`src/rtl/flags_pkg.sv`:
```
// Shared types and result-selection helper for the pipelined compare-flags unit.
package flags_pkg;

    typedef enum logic [2:0] {
        OP_EQ    = 3'd0,
        OP_NE    = 3'd1,
        OP_LT    = 3'd2,
        OP_GE    = 3'd3,
        OP_LTU   = 3'd4,
        OP_GEU   = 3'd5,
        OP_ZERO  = 3'd6,
        OP_NZERO = 3'd7
    } cmp_op_t;

    function automatic logic sel_result(
        input logic    zero,
        input logic    equal,
        input logic    lt,
        input logic    ltu,
        input cmp_op_t op
    );
        logic r;
        case (op)
            OP_EQ:    r = equal;
            OP_NE:    r = ~equal;
            OP_LT:    r = lt;
            OP_GE:    r = ~lt;
            OP_LTU:   r = ltu;
            OP_GEU:   r = ~ltu;
            OP_ZERO:  r = zero;
            OP_NZERO: r = ~zero;
            default:  r = 1'b0;
        endcase
        return r;
    endfunction

endpackage

```
`src/rtl/group_or_reduce.sv`:
```
// First-stage reduction: OR of each GROUP-bit slice, so the wide zero test
// finishes in stage 2 as a short NOR instead of one deep OR tree.
module group_or_reduce #(
    parameter int WIDTH = 32,
    parameter int GROUP = 8
) (
    input  logic [WIDTH-1:0]       i_data,
    output logic [WIDTH/GROUP-1:0] o_or
);

    for (genvar g = 0; g < WIDTH / GROUP; g++) begin : g_grp
        assign o_or[g] = |i_data[g*GROUP +: GROUP];
    end

endmodule

```
`src/rtl/cmp_flags_pipe.sv`:
```
// Two-stage compare unit with valid/ready handshake, raw zero/equal/lt/ltu
// flags, and a sticky hit flag plus saturating hit counter on consumed results.
module cmp_flags_pipe
    import flags_pkg::*;
#(
    parameter int WIDTH = 32,
    parameter int GROUP = 8,
    parameter int CNT_W = 16
) (
    input  logic             clk,
    input  logic             rst_n,
    input  logic             in_valid,
    output logic             in_ready,
    input  logic [WIDTH-1:0] in_a,
    input  logic [WIDTH-1:0] in_b,
    input  cmp_op_t          in_op,
    output logic             out_valid,
    input  logic             out_ready,
    output logic             out_result,
    output logic             out_zero,
    output logic             out_equal,
    output logic             out_lt,
    output logic             out_ltu,
    input  logic             clear,
    output logic             sticky_hit,
    output logic [CNT_W-1:0] hit_count
);

    localparam int NG = WIDTH / GROUP;

    if ((WIDTH % GROUP) != 0) begin : g_width_check
        $error("cmp_flags_pipe: WIDTH must be a multiple of GROUP");
    end

    logic [NG-1:0]  w_gor_a;
    logic [NG-1:0]  w_gor_x;
    logic [WIDTH:0] w_diff;
    logic           w_s1_load;
    logic           w_s2_load;
    logic           w_zero;
    logic           w_equal;
    logic           w_lt;
    logic           w_ltu;
    logic           w_consume;

    logic           r_s1_valid;
    cmp_op_t        r_s1_op;
    logic [NG-1:0]  r_s1_gor_a;
    logic [NG-1:0]  r_s1_gor_x;
    logic [WIDTH:0] r_s1_diff;
    logic           r_s1_a_msb;
    logic           r_s1_b_msb;

    group_or_reduce #(.WIDTH(WIDTH), .GROUP(GROUP)) u_or_a (
        .i_data (in_a),
        .o_or   (w_gor_a)
    );

    group_or_reduce #(.WIDTH(WIDTH), .GROUP(GROUP)) u_or_x (
        .i_data (in_a ^ in_b),
        .o_or   (w_gor_x)
    );

    // Borrow out of the zero-extended subtract is the unsigned less-than.
    assign w_diff    = {1'b0, in_a} - {1'b0, in_b};

    assign w_s2_load = ~out_valid | out_ready;
    assign w_s1_load = ~r_s1_valid | w_s2_load;
    assign in_ready  = rst_n & w_s1_load;

    assign w_zero    = ~|r_s1_gor_a;
    assign w_equal   = ~|r_s1_gor_x;
    assign w_ltu     = r_s1_diff[WIDTH];
    // Differing signs decide signed order directly; otherwise A-B cannot overflow.
    assign w_lt      = (r_s1_a_msb != r_s1_b_msb) ? r_s1_a_msb : r_s1_diff[WIDTH-1];
    assign w_consume = out_valid & out_ready & out_result;

    // Stage 1: capture operand reductions on an accepted handshake.
    always_ff @(posedge clk or negedge rst_n) begin
        if (!rst_n) begin
            r_s1_valid <= 1'b0;
            r_s1_op    <= OP_EQ;
            r_s1_gor_a <= '0;
            r_s1_gor_x <= '0;
            r_s1_diff  <= '0;
            r_s1_a_msb <= 1'b0;
            r_s1_b_msb <= 1'b0;
        end else if (w_s1_load) begin
            r_s1_valid <= in_valid;
            if (in_valid) begin
                r_s1_op    <= in_op;
                r_s1_gor_a <= w_gor_a;
                r_s1_gor_x <= w_gor_x;
                r_s1_diff  <= w_diff;
                r_s1_a_msb <= in_a[WIDTH-1];
                r_s1_b_msb <= in_b[WIDTH-1];
            end
        end
    end

    // Stage 2: finish the flags and register the selected result.
    always_ff @(posedge clk or negedge rst_n) begin
        if (!rst_n) begin
            out_valid  <= 1'b0;
            out_result <= 1'b0;
            out_zero   <= 1'b0;
            out_equal  <= 1'b0;
            out_lt     <= 1'b0;
            out_ltu    <= 1'b0;
        end else if (w_s2_load) begin
            out_valid <= r_s1_valid;
            if (r_s1_valid) begin
                out_result <= sel_result(w_zero, w_equal, w_lt, w_ltu, r_s1_op);
                out_zero   <= w_zero;
                out_equal  <= w_equal;
                out_lt     <= w_lt;
                out_ltu    <= w_ltu;
            end
        end
    end

    // Hit status: clear has priority, counter saturates at all-ones.
    always_ff @(posedge clk or negedge rst_n) begin
        if (!rst_n) begin
            sticky_hit <= 1'b0;
            hit_count  <= '0;
        end else if (clear) begin
            sticky_hit <= 1'b0;
            hit_count  <= '0;
        end else if (w_consume) begin
            sticky_hit <= 1'b1;
            if (hit_count != {CNT_W{1'b1}}) begin
                hit_count <= hit_count + {{(CNT_W-1){1'b0}}, 1'b1};
            end
        end
    end

endmodule

```
`config.mk`:
```
export PLATFORM = sky130hd
export DESIGN_NAME = cmp_flags_pipe
export DESIGN_NICKNAME = d
export VERILOG_FILES = /design/src/rtl/flags_pkg.sv /design/src/rtl/group_or_reduce.sv /design/src/rtl/cmp_flags_pipe.sv
export SDC_FILE = /design/constraint.sdc
export NUM_CORES = 1
export LEC_CHECK = 0
export BUFFER_PORTS_ARGS = -buffer_cell sky130_fd_sc_hd__buf_2
export CORE_MARGIN = 10
export CORE_UTILIZATION = 46
export CTS_BUF_LIST = sky130_fd_sc_hd__clkbuf_16
export DETAILED_ROUTE_END_ITERATION = 8
export HOLD_SLACK_MARGIN = 0.08
export PLACE_DENSITY = 0.8
export SYNTH_ARGS = -nofsm -noshare
export SYNTH_HDL_FRONTEND = slang
export SYNTH_HIERARCHICAL = 1
export SYNTH_SLANG_ARGS = --single-unit
```
`constraint.sdc`:
```
create_clock -name clk -period 1.9 [get_ports clk]
set_clock_uncertainty 0.05 [all_clocks]
set_input_delay 0.19 -clock clk [delete_from_list [all_inputs] [get_ports clk]]
set_output_delay 0.19 -clock clk [all_outputs]
set_load 0.05 [all_outputs]
```
==> impl_metrics.py <==
metrics = {
    "critical_path": {
        "cp_num_buf_inv": 1,
        "slowest_delay_ns": 0.40,
        "cpMaxStageDelayCell": "a2111oi_1",
        "worstPathCellList": "buf_2 -> ha_1 -> a211oi_2 -> o21ai_0 -> a2111oi_1 -> o311ai_2 -> o31a_1 -> nand2_1",
        "cp-end-kind": "register",
        "cp_max_fo": 3,
        "crit_type": "in -> reg",
        "cp.depth": 8,
        "rr_worst_depth": 8,
        "critical_path_arrival_ns": 2.00,
        "startpoint_type": "input pin",
        "worstPathRequired_ns": 2.07,
        "r2r_setup_slack_ns": 0.07,
        "cpLargestDelayFamily": "compound AO/OA/AOI/OAI gates",
    },
    "sta": {
        "tns_ns": 0,
        "fmax_ghz": 0.546,
        "fin_crit_sh_pct": 96.3,
        "finalSetupViolCount": 0,
        "drv_slew": 0,
        "relSlewSlack_pct": 67.6,
        "fin_crit_ns": 1.83,
        "hold_viol": 0,
        "tightest_slew_ns": 0.486,
        "hold_slack_ns": 0.0963,
    },
    "synthesis": {
        "netlist_area_mm2": 0.00291,
        "ys.flop_type": "dfrtp_1",
        "synth_edf_count": 0,
        "syn_nets": 450,
        "synth_top_area_share_pct": 33.6,
        "yosysUniqueCellTypes": 46,
        "synth_largest_area_cell": "dfrtp_1",
        "synth_warnings": 6,
        "synth.yosys.seq_area_share_pct": 33.6,
        "netlist_top_cells_area": "dfrtp_1 (34%), ha_1 (14%), inv_1 (8.8%), mux2_2 (5.4%), nand2_1 (4.3%)",
        "avgSynthCellArea_um2": 8.42,
        "synth-async-reset-ratio_pct": 100,
        "synth_cells": 345,
        "synth-seq-cells": 39,
    },
    "pwr": {
        "combinationalPowerShare_pct": 26.6,
        "p_total_mw": 2.72,
        "seqPwrFrac_pct": 34.6,
        "p_int_mw": 1.93,
        "p_sw_mw": 0.789,
        "swShare_pct": 29.0,
        "vdd_ir_drop_max_uv": 620,
        "power.density_mw_per_mm2": 700,
        "leakage_nw": 1.97,
        "p_clk_share_pct": 38.8,
    },
    "floorplanning": {
        "dieHeight_um": 99.5,
        "coreArea_mm2": 0.00603,
        "rows": 28,
        "pin_count": 96,
        "die_w_um": 99.5,
        "floorplan.die_area_mm2": 0.00989,
        "initial_core_util_pct": 48.2,
    },
    "route": {
        "routed_wl_um": 7480,
        "drt-initial-drc-count": 82,
        "vias_per_cell": 5.10,
        "dr_total_vias": 2747,
        "drc": 0,
        "drt-wirelength-per-cell_um": 13.9,
        "ant_nets": 0,
        "drtPass1Iterations": 4,
    },
    "cells_and_area": {
        "seqCellArea_um2": 997,
        "drive_gt1_share_pct": 36.7,
        "nets": 567,
        "multi_input_area_mm2": 0.00173,
        "fillers": 513,
        "fin_util_pct": 64.5,
        "area_delta_synth_final_pct": 33.7,
    },
    "clocking": {
        "cts_htree_levels": 2,
        "insertion_delay_ns": 0.28,
        "clock_sinks": 39,
        "clock_path_buffers": 2,
        "clock-root-buffer": "clkbuf_16",
        "cts_tree": "done",
        "clk_pin_slew_ns": 0.05,
        "cts_buffers": 5,
    },
    "status": {
        "status": "finished, final reports clean",
    },
    "grt": {
        "antenna_found_initial": 1,
        "grtUsageTotal_pct": 15.0,
        "grt_pass1_wl_um": 12600,
        "overflow": 0,
        "grt_max_degree": 40,
        "grt_pass1_vias": 2910,
    },
    "run": {
        "maxCapViolCount": 0,
    },
    "place": {
        "gp_congestion": 0.810,
        "io_buffers": 95,
        "hpwl_um": 6220,
    },
    "min_path": {
        "min_path_cells": 2,
        "hold_class": "in -> reg",
    },
}
## final cells by class
type,count,share of cell area (%)
sequential,39,25.7
clock inverter,3,1.64
tap,75,2.42
clock buffer,5,3.22
antenna,1,0.0644
inverter,68,6.57
multi-input combinational,235,44.6
timing repair buffer,113,15.8
## stage by stage
stage / cell area (um^2) / worst slack (ns) / cells
floorplan: 2970 / -0.0155 / 345
global placement: 3630 / -0.178 / 527
detailed placement: 3630 / -0.225 / 527
CTS: 3830 / 0.0497 / 536
global route: 3880 / -0.0405 / 538
finish: 3880 / 0.0700 / 539
## Yosys cell counts, types with 2 or more instances
| library cell | n |
|---|---|
| inv_1 | 68 |
| dfrtp_1 | 39 |
| ha_1 | 33 |
| nand2_1 | 33 |
| nor2_1 | 32 |
| a21oi_1 | 21 |
| nor4_1 | 17 |
| mux2_2 | 14 |
| o21ai_0 | 13 |
| xor2_1 | 10 |
| nand3_1 | 8 |
| nand4_1 | 7 |
| nand2b_1 | 6 |
| xnor2_1 | 5 |
| nor3_1 | 4 |
| o31ai_1 | 3 |
| clkbuf_1 | 2 |
| or4_1 | 2 |
## layout by cell type (no fill, tap or decap), types with 2 or more instances in the layout
cell type and n:
buf_2 95, inv_1 67, nand2_1 32, nor2_1 31
ha_1 31, dfrtp_1 22, a21oi_1 21, nor4_1 17
dfrtp_2 17, buf_4 17, mux2_2 14, o21ai_0 13
xor2_1 10, nand4_1 7, nand3_1 6, nand2b_1 6
xnor2_1 5, clkbuf_16 5, o31ai_1 3, nor3_2 3
inv_2 2, nand3_2 2, nor4_4 2, nor3_1 2
or4_1 2, ha_4 2, bufinv_16 2
## sequential cells by signal, indices dropped and copies added (netlist names), 2 cells and up
name        count
hit_count      16
r_s1_gor_x      4
r_s1_gor_a      4
r_s1_diff       2
r_s1_op         3
## power groups by stage
stage	Sequential (mW)	Combinational, mW	Clock (mW)
after floorplan	1.06	0.340	0
after global placement	0.955	0.679	0
after detailed placement	0.958	0.703	0
after CTS	0.945	0.712	1.08
after global routing	0.949	0.812	1.11
final	0.941	0.723	1.05
## worst reg2reg max path, cell delays in order, from the launching register on
cell and delay [ns]:
dfrtp_2 0.40, ha_4 0.15, inv_1 0.06, nor2_4 0.14, nand2b_1 0.10, nor3_2 0.24, nand3_2 0.13, or3_1 0.32
a21oi_1 0.15
## per-layer routing
metal | up-vias | global-route usage, % | part of all wire [%]
met5 | - | 0 | 0
met4 | 0 | 4.08 | 0.99
met3 | 8 | 4.78 | 6.4
met2 | 68 | 27.3 | 52
met1 | 1258 | 16.3 | 41
li1 | 1413 | - | -
## final timing paths
kind,from,endpoint
hold reg to reg,r_s1_valid,out_valid
hold / removal,in_op[0],r_s1_op[0]
max in group asynchronous,rst_n,hit_count[12]
setup reg to reg,hit_count[1],hit_count[14]
setup / recovery,in_a[20],r_s1_diff[31]
min in group asynchronous,rst_n,hit_count[8]
## logic make-up after synthesis
group	Yosys count	share of synthesized area, %
buf+inv	71	9.43
compound gates	53	11.5
simple gates	119	20.9
fa+ha+maj	33	14.2
flops	39	33.6
mux	15	5.77
xor+xnor	15	4.52
## timing repair
item,CTS,global route
endpoints found under the setup margin,0,3
hold buffers,1,0
setup buffers,0,2
endpoints found under the hold margin,39,0
resized for setup,0,6
No activity file was read; power rests on OpenSTA's default activity.
